**config.mk**
```make
export PLATFORM = sky130hd
export DESIGN_NAME = div_unit
export DESIGN_NICKNAME = d
export VERILOG_FILES = /design/src/rtl/div_unit_pkg.sv /design/src/rtl/div_unit_prep.sv /design/src/rtl/div_unit.sv
export SDC_FILE = /design/constraint.sdc
export NUM_CORES = 2
export LEC_CHECK = 0
export CAP_MARGIN = 20
export CELL_PAD_IN_SITES_DETAIL_PLACEMENT = 1
export CELL_PAD_IN_SITES_GLOBAL_PLACEMENT = 1
export CORE_ASPECT_RATIO = 0.9
export CORE_MARGIN = 3
export CORE_UTILIZATION = 45
export CTS_BUF_LIST = sky130_fd_sc_hd__clkbuf_16
export CTS_CLUSTER_DIAMETER = 100
export CTS_CLUSTER_SIZE = 20
export DETAILED_ROUTE_END_ITERATION = 8
export GPL_ROUTABILITY_DRIVEN = 0
export PLACE_DENSITY = 0.79
export SLEW_MARGIN = 20
export SYNTH_ARGS = -nofsm -noshare
export SYNTH_HDL_FRONTEND = slang
export SYNTH_SLANG_ARGS = --single-unit
```
**constraint.sdc**
```tcl
create_clock -name clk -period 8.2 [get_ports clk]
set_input_delay 1.23 -clock clk [delete_from_list [all_inputs] [get_ports clk]]
set_output_delay 1.23 -clock clk [all_outputs]
set_load 0.05 [all_outputs]
```
**src/rtl/div_unit_pkg.sv**
```systemverilog
// -----------------------------------------------------------------------------
// div_unit_pkg
// Shared definitions for the EXU execution units: the ALU op width, the
// divider op encoding (bit positions plus the eight RV64M divide/remainder
// encodings), the divider state encoding and the datapath/word widths.
//
// Optional feature macro used by div_unit: DIV_FAST_SPECIAL_EN.
// -----------------------------------------------------------------------------
package div_unit_pkg;

  // Datapath widths
  localparam int XLEN_W   = 64;
  localparam int WORD_W   = XLEN_W / 2;

  // Existing combinational ALU op width
  localparam int ALU_OP_W = 4;

  // Divider op field: bit0 = unsigned, bit1 = remainder, bit2 = word
  localparam int DIV_OP_W        = 3;
  localparam int DIV_OP_UNSIGNED = 0;
  localparam int DIV_OP_REM      = 1;
  localparam int DIV_OP_WORD     = 2;

  localparam logic [DIV_OP_W-1:0] DivDiv   = 3'b000;
  localparam logic [DIV_OP_W-1:0] DivDivu  = 3'b001;
  localparam logic [DIV_OP_W-1:0] DivRem   = 3'b010;
  localparam logic [DIV_OP_W-1:0] DivRemu  = 3'b011;
  localparam logic [DIV_OP_W-1:0] DivDivw  = 3'b100;
  localparam logic [DIV_OP_W-1:0] DivDivuw = 3'b101;
  localparam logic [DIV_OP_W-1:0] DivRemw  = 3'b110;
  localparam logic [DIV_OP_W-1:0] DivRemuw = 3'b111;

  // Divider control states
  typedef enum logic [1:0] {
    S_IDLE = 2'd0,
    S_CALC = 2'd1,
    S_FIX  = 2'd2,
    S_DONE = 2'd3
  } div_state_e;

endpackage

```
**src/rtl/div_unit_prep.sv**
```systemverilog
// -----------------------------------------------------------------------------
// div_prep
// Combinational operand conditioning for the divider.
//   div_op      : op field (unsigned / remainder / word)
//   operator_1  : raw dividend
//   operator_2  : raw divisor
//   op1_ext     : dividend after word sign/zero extension
//   op2_ext     : divisor after word sign/zero extension
//   abs1, abs2  : magnitudes fed to the unsigned iteration
//   sign_q      : quotient must be negated (signed ops only)
//   sign_r      : remainder must be negated (signed ops only)
//   div_zero    : divisor is zero
//   overflow    : signed most-negative / -1
// Feeding already-extended operands back through gives the same values, which
// lets one instance serve both the accept path and the final fix-up.
// -----------------------------------------------------------------------------
module div_prep
  import div_unit_pkg::*;
#(
  parameter int XLEN = 64
) (
  input  logic [DIV_OP_W-1:0] div_op,
  input  logic [XLEN-1:0]     operator_1,
  input  logic [XLEN-1:0]     operator_2,
  output logic [XLEN-1:0]     op1_ext,
  output logic [XLEN-1:0]     op2_ext,
  output logic [XLEN-1:0]     abs1,
  output logic [XLEN-1:0]     abs2,
  output logic                sign_q,
  output logic                sign_r,
  output logic                div_zero,
  output logic                overflow
);

  localparam int HW = XLEN / 2;

  logic                   is_signed;
  logic                   is_word;
  logic                   neg1;
  logic                   neg2;
  logic [XLEN-1:0]        min_neg;
  logic signed [XLEN-1:0] op1_s;
  logic signed [XLEN-1:0] op2_s;

  always_comb begin
    is_signed = !div_op[DIV_OP_UNSIGNED];
    is_word   = div_op[DIV_OP_WORD];

    if (is_word) begin
      op1_ext = {{HW{is_signed & operator_1[HW-1]}}, operator_1[HW-1:0]};
      op2_ext = {{HW{is_signed & operator_2[HW-1]}}, operator_2[HW-1:0]};
      // Most-negative word value as it appears after sign extension
      min_neg = {{(HW+1){1'b1}}, {(HW-1){1'b0}}};
    end else begin
      op1_ext = operator_1;
      op2_ext = operator_2;
      min_neg = {1'b1, {(XLEN-1){1'b0}}};
    end

    op1_s = $signed(op1_ext);
    op2_s = $signed(op2_ext);
    neg1  = is_signed & op1_ext[XLEN-1];
    neg2  = is_signed & op2_ext[XLEN-1];

    // Most-negative maps onto itself, which is the correct unsigned magnitude
    abs1 = neg1 ? $unsigned(-op1_s) : op1_ext;
    abs2 = neg2 ? $unsigned(-op2_s) : op2_ext;

    sign_q   = neg1 ^ neg2;
    sign_r   = neg1;
    div_zero = (op2_ext == '0);
    overflow = is_signed && (op1_ext == min_neg) && (op2_ext == '1);
  end

endmodule

```
**src/rtl/div_unit.sv**
```systemverilog
// -----------------------------------------------------------------------------
// div_unit
// Iterative radix-2 restoring divider for RV64M DIV/DIVU/REM/REMU and the
// W forms. One operation in flight, valid/ready on both sides.
//   clk, rst_n  : clock (rising edge), asynchronous active-low reset
//   in_valid    : request valid
//   in_ready    : high only while idle
//   div_op      : bit0 unsigned, bit1 remainder, bit2 word
//   operator_1  : dividend
//   operator_2  : divisor
//   flush       : kills the operation in progress (ignored while idle,
//                 cancels a same-cycle accept)
//   out_valid   : result valid, held until out_ready
//   out_ready   : consumer accepts the result
//   div_result  : quotient or remainder (word results sign-extended)
// Latency from accept to out_valid is N+2 cycles (N = 64, or 32 for word).
// With DIV_FAST_SPECIAL_EN defined, divide-by-zero and signed overflow skip
// the iteration and present their result one cycle after accept.
// -----------------------------------------------------------------------------
module div_unit
  import div_unit_pkg::*;
#(
  parameter int XLEN  = 64,
  parameter int CNT_W = 7
) (
  input  logic                clk,
  input  logic                rst_n,
  input  logic                in_valid,
  output logic                in_ready,
  input  logic [DIV_OP_W-1:0] div_op,
  input  logic [XLEN-1:0]     operator_1,
  input  logic [XLEN-1:0]     operator_2,
  input  logic                flush,
  output logic                out_valid,
  input  logic                out_ready,
  output logic [XLEN-1:0]     div_result
);

  localparam int HW = XLEN / 2;
  localparam logic [CNT_W-1:0] CNT_FULL = CNT_W'(XLEN);
  localparam logic [CNT_W-1:0] CNT_HALF = CNT_W'(HW);
  localparam logic [CNT_W-1:0] CNT_ONE  = CNT_W'(1);

  div_state_e          state;
  logic [DIV_OP_W-1:0] op_q;
  logic [XLEN-1:0]     op1_q;
  logic [XLEN-1:0]     op2_q;
  logic [XLEN-1:0]     dvs_q;
  logic [XLEN-1:0]     rem_q;
  logic [XLEN-1:0]     quo_q;
  logic                neg_q_q;
  logic                neg_r_q;
  logic [CNT_W-1:0]    cnt_q;

  logic                idle;
  logic                accept;
  logic [DIV_OP_W-1:0] prep_op;
  logic [XLEN-1:0]     prep_a;
  logic [XLEN-1:0]     prep_b;
  logic [XLEN-1:0]     prep_op1_ext;
  logic [XLEN-1:0]     prep_op2_ext;
  logic [XLEN-1:0]     prep_abs1;
  logic [XLEN-1:0]     prep_abs2;
  logic                prep_sign_q;
  logic                prep_sign_r;
  logic                prep_div_zero;
  logic                prep_overflow;

  logic [XLEN:0]       rem_sh;
  logic [XLEN:0]       trial;
  logic                trial_neg;
  logic [XLEN-1:0]     rem_next;
  logic [XLEN-1:0]     quo_next;

  assign idle     = (state == S_IDLE);
  assign in_ready = idle;
  assign accept   = idle && in_valid && !flush;

  // While idle the prep block looks at the incoming request; afterwards it
  // re-evaluates the latched (already extended) operands for the fix-up.
  assign prep_op = idle ? div_op     : op_q;
  assign prep_a  = idle ? operator_1 : op1_q;
  assign prep_b  = idle ? operator_2 : op2_q;

  div_prep #(
    .XLEN (XLEN)
  ) u_prep (
    .div_op     (prep_op),
    .operator_1 (prep_a),
    .operator_2 (prep_b),
    .op1_ext    (prep_op1_ext),
    .op2_ext    (prep_op2_ext),
    .abs1       (prep_abs1),
    .abs2       (prep_abs2),
    .sign_q     (prep_sign_q),
    .sign_r     (prep_sign_r),
    .div_zero   (prep_div_zero),
    .overflow   (prep_overflow)
  );

  // Final result: sign correction, special-case override, word extension
  function automatic logic [XLEN-1:0] finalize(
    input logic [DIV_OP_W-1:0] op,
    input logic [XLEN-1:0]     quo,
    input logic [XLEN-1:0]     rem,
    input logic [XLEN-1:0]     dividend,
    input logic                neg_q,
    input logic                neg_r,
    input logic                dz,
    input logic                ovf
  );
    logic signed [XLEN-1:0] quo_s;
    logic signed [XLEN-1:0] rem_s;
    logic [XLEN-1:0]        q;
    logic [XLEN-1:0]        r;
    logic [XLEN-1:0]        sel;
    quo_s = $signed(quo);
    rem_s = $signed(rem);
    q = neg_q ? $unsigned(-quo_s) : quo;
    r = neg_r ? $unsigned(-rem_s) : rem;
    if (dz) begin
      q = '1;
      r = dividend;
    end else if (ovf) begin
      q = dividend;
      r = '0;
    end
    sel = op[DIV_OP_REM] ? r : q;
    if (op[DIV_OP_WORD]) begin
      sel = {{HW{sel[HW-1]}}, sel[HW-1:0]};
    end
    return sel;
  endfunction

  // One restoring step: shift the next dividend bit into the partial
  // remainder and keep the difference only if it did not go negative.
  // The partial remainder stays below the divisor, so XLEN+1 bits suffice.
  always_comb begin
    rem_sh    = {rem_q, quo_q[XLEN-1]};
    trial     = rem_sh - {1'b0, dvs_q};
    trial_neg = trial[XLEN];
    rem_next  = trial_neg ? rem_sh[XLEN-1:0] : trial[XLEN-1:0];
    quo_next  = {quo_q[XLEN-2:0], ~trial_neg};
  end

  always_ff @(posedge clk or negedge rst_n) begin
    if (!rst_n) begin
      state      <= S_IDLE;
      out_valid  <= 1'b0;
      div_result <= '0;
      op_q       <= '0;
      op1_q      <= '0;
      op2_q      <= '0;
      dvs_q      <= '0;
      rem_q      <= '0;
      quo_q      <= '0;
      neg_q_q    <= 1'b0;
      neg_r_q    <= 1'b0;
      cnt_q      <= '0;
    end else begin
      case (state)
        // ---- accept: latch operands, load magnitudes and counter ----
        S_IDLE: begin
          if (accept) begin
            op_q    <= div_op;
            op1_q   <= prep_op1_ext;
            op2_q   <= prep_op2_ext;
            dvs_q   <= prep_abs2;
            rem_q   <= '0;
            // Word dividends sit in the upper half so that 32 shifts
            // walk through exactly their bits.
            quo_q   <= div_op[DIV_OP_WORD] ? {prep_abs1[HW-1:0], {HW{1'b0}}}
                                           : prep_abs1;
            neg_q_q <= prep_sign_q;
            neg_r_q <= prep_sign_r;
            cnt_q   <= div_op[DIV_OP_WORD] ? CNT_HALF : CNT_FULL;
            state   <= S_CALC;
`ifdef DIV_FAST_SPECIAL_EN
            if (prep_div_zero || prep_overflow) begin
              div_result <= finalize(div_op, '0, '0, prep_op1_ext, 1'b0, 1'b0,
                                     prep_div_zero, prep_overflow);
              out_valid  <= 1'b1;
              state      <= S_DONE;
            end
`endif
          end
        end
        // ---- iterate: one quotient bit per cycle ----
        S_CALC: begin
          if (flush) begin
            state <= S_IDLE;
          end else begin
            rem_q <= rem_next;
            quo_q <= quo_next;
            cnt_q <= cnt_q - CNT_ONE;
            if (cnt_q == CNT_ONE) begin
              state <= S_FIX;
            end
          end
        end
        // ---- fix-up: signs, special cases, word extension ----
        S_FIX: begin
          if (flush) begin
            state <= S_IDLE;
          end else begin
            div_result <= finalize(op_q, quo_q, rem_q, op1_q, neg_q_q, neg_r_q,
                                   prep_div_zero, prep_overflow);
            out_valid  <= 1'b1;
            state      <= S_DONE;
          end
        end
        // ---- hold result until the consumer takes it ----
        S_DONE: begin
          if (flush || out_ready) begin
            out_valid <= 1'b0;
            state     <= S_IDLE;
          end
        end
        default: begin
          out_valid <= 1'b0;
          state     <= S_IDLE;
        end
      endcase
    end
  end

endmodule

```
==> out/metrics.csv <==
metric,value,unit
GR Overflow Total,0,
sum of routed wire length over all layers,128.8,mm
worst-case vdd ir drop,0.1762,mV
largest cells by area after synthesis,"dfrtp_1 (33%), nand2_1 (7.3%), o21ai_0 (6.7%)",
cell taking the most area after synthesis,dfrtp_1,
areal power density over the cells,357.9,mW/mm2
multi-input gate area in the final layout,0.01867,mm2
FILL cells,7946,
proportion of layout cells with a drive suffix above 1,4.173,%
worst hold-check path type,reg -> reg,
post-route clock skew,0.03409,ns
"Area growth, synth to finish",10.82,%
slew at the pin closest to its max-slew limit,1.149,ns
Die Ht,251.0,um
cell with the most instances after synthesis,nand2_1,
post-route setup TNS,0,ns
final non-filler cell total,4701,
number of nets in the final layout,4030,
sequential cell area fraction in the yosys report,33.18,%
launch instance of the worst min-delay path,div_result[16],
post-synthesis instance total,3822,
Seq cells post-synth,398,
required time worst endpoint,8.65,ns
Async SR Flop Fraction,100.0,%
Pre-antenna DRT Iters,8,
startpoint type of the worst setup path,flip-flop,
category of the critical setup timing path,reg -> reg,
count of standard-cell rows,89,
top-level port count,202,
Final Hold Violating Endpoints,0,
wire length of the first global-routing pass,192.4,mm
total via count in the routed design,30800,
worst slack on hold paths,0.4814,ns
floorplan die area,0.06985,mm2
buffer count from post-CTS setup fixing,0,
cell at the root of the clock tree,clkbuf_16,
status,completed,
iteration-0 DRC count of the detailed router,3891,
mapped cell area,0.03002,mm2
Post-synth EDFFs,0,
global router's overall resource usage,35.76,%
Rel. slew slack,23.09,%
Crit Path Max Fanout,120,
vias in the first global route,29460,
count of antenna-violating nets left after detailed routing,0,
final total power,11.91,mW
Synth Area per Inst,7.855,um2
width of the chip,278.3,um
Skew-Pair Late Insertion Delay,0.63,ns
Worst R2R Start,state[0],
largest net degree at the start of global routing,175,
sequential cell area,0.009968,mm2
number of max-slew violations in the final report,0,
final critical-path share of the clock period,74.51,%
Post-route DRC,0,
final critical delay including setup and external delays,6.110,ns
Routed wire per std cell,27.41,um
setup repair after global routing missed its margin,no,
"Net Count, Synth",4030,
Synth top cells by count,"nand2_1 (587), o21ai_0 (403), dfrtp_1 (398)",
Setup crit end kind,flip-flop,
Fmax achieved,163.7,MHz
Post-CTS Hold Buffers,0,
startpoint of the worst setup timing path,state[0],
number of vias per cell,6.552,
"Arr. time, crit path",6.56,ns
starting utilization of the core area,45.61,%
Post-Place Worst Slack,1.807,ns
P_leak,13.88,nW
end-of-flow core utilization,50.55,%
finished layout cell area,0.03327,mm2
post-route setup slack,2.090,ns
fraction of synthesized cell area taken by the top area cell type,33.18,%
Bufs on Longest Clock Path,3,
Core Footprint,0.06581,mm2
Synth warnings,0,
dpl cells,4657,
Clock transition at path regs,0.09,ns
count of input and output buffers,201,
reported max-cap violation count,0,
Synth Flop Type,dfrtp_1,
Area after DPL,0.03247,mm2
antenna violations before repair,6,
count of instances resized after the clock tree is built,0,
cts bufs inserted,26,
Max H-tree Level,1,
half-perimeter wire length of the detailed placement result,98.25,mm
number of distinct standard cells referenced by the synthesized netlist,85,
clock net sink count,398,
TritonCTS clock tree,built,
Setup-failing EPs final,0,
==> flip-flops by register name, indices dropped and copies added, names as in the netlist <==
register / flops
dvs_q: 63
op2_q: 64
cnt_q: 7
div_result: 64
neg_r_q: 1
neg_q_q: 1
rem_q: 64
state: 2
out_valid: 1
quo_q: 64
op_q: 3
op1_q: 64
==> cell usage in the layout (no fill, tap or decap), types with 47 or more instances in the layout <==
cell type | synthesis | layout
nand4_1 | 58 | 58
a21oi_1 | 220 | 220
nor3_1 | 63 | 63
o21ai_0 | 403 | 403
xnor2_1 | 144 | 143
nor2_1 | 298 | 295
xor2_1 | 147 | 146
nor4_1 | 63 | 63
a31oi_1 | 102 | 102
o211ai_1 | 47 | 47
nand3_1 | 61 | 60
mux2i_1 | 120 | 120
nor4b_1 | 59 | 59
inv_1 | 99 | 101
o31ai_1 | 54 | 54
clkdlybuf4s50_1 | 0 | 199
dfrtp_1 | 398 | 395
nand2_1 | 587 | 585
ha_1 | 71 | 71
==> critical path, cell delays in order, from the launching register on <==
cell,delay [ns]
dfrtp_4,0.78
or2_4,0.43
buf_12,0.39
a31oi_1,0.43
nor4b_1,0.39
nand2_1,0.13
o41ai_2,0.59
nand3_2,0.80
nand2_2,0.47
nor2_2,0.12
a221o_1,0.44
nor3_4,0.56
nor3_1,0.14
==> area by class of cell <==
class                   count  area share, %
well taps                 864          3.249
clock inverters            13         0.2708
flip-flops and latches    398          29.96
repair buffers            245          7.221
multi-input cells        3051          56.12
diodes                      3        0.02256
clock buffers              27          2.031
inverters                 100          1.128
==> final timing paths <==
check / end / slack [ns] / cells past startpoint
max: div_result[41] / 2.09 / 12
min: div_result[16] / 0.48 / 2
max reg2reg: div_result[41] / 2.09 / 12
min reg2reg: div_result[16] / 0.48 / 2
max in group asynchronous: op_q[1] / 6.27 / 2
min in group asynchronous: rem_q[15] / 0.53 / 1
==> logic make-up (layout without fill, tap and decap cells) <==
family / count (synthesis) / in the layout / share of synthesized area, %
buffers and inverters: 373 / 385 / 4.856
muxes: 127 / 127 / 4.264
adders and majority gates: 72 / 72 / 3.026
and+or+nand+nor: 1409 / 1409 / 22.41
AOI/OAI and AO/OA: 1152 / 1152 / 23.77
xor gates and xnor gates: 291 / 291 / 8.490
DFF: 398 / 398 / 33.18
other: 0 / 3 / 0
==> routing by layer <==
layer  up-vias  global-route usage, %  wire, um
met5         -                      0        23
met4         4                  9.802      3965
met3       194                  12.59     17050
met2      1543                  48.22     49960
met1     15260                  53.49     57840
li1      13800                      -         -
==> where the power goes <==
group,total (mW),switching (mW),leakage [nW],internal [mW]
Combinational,6.70,4.46,8.46,2.24
Sequential,3.82,1.15,5.03,2.67
Clock,1.39,0.786,0.386,0.604
Total,11.9,6.39,13.9,5.51
Note: power is estimated with default switching activity, not from simulation.
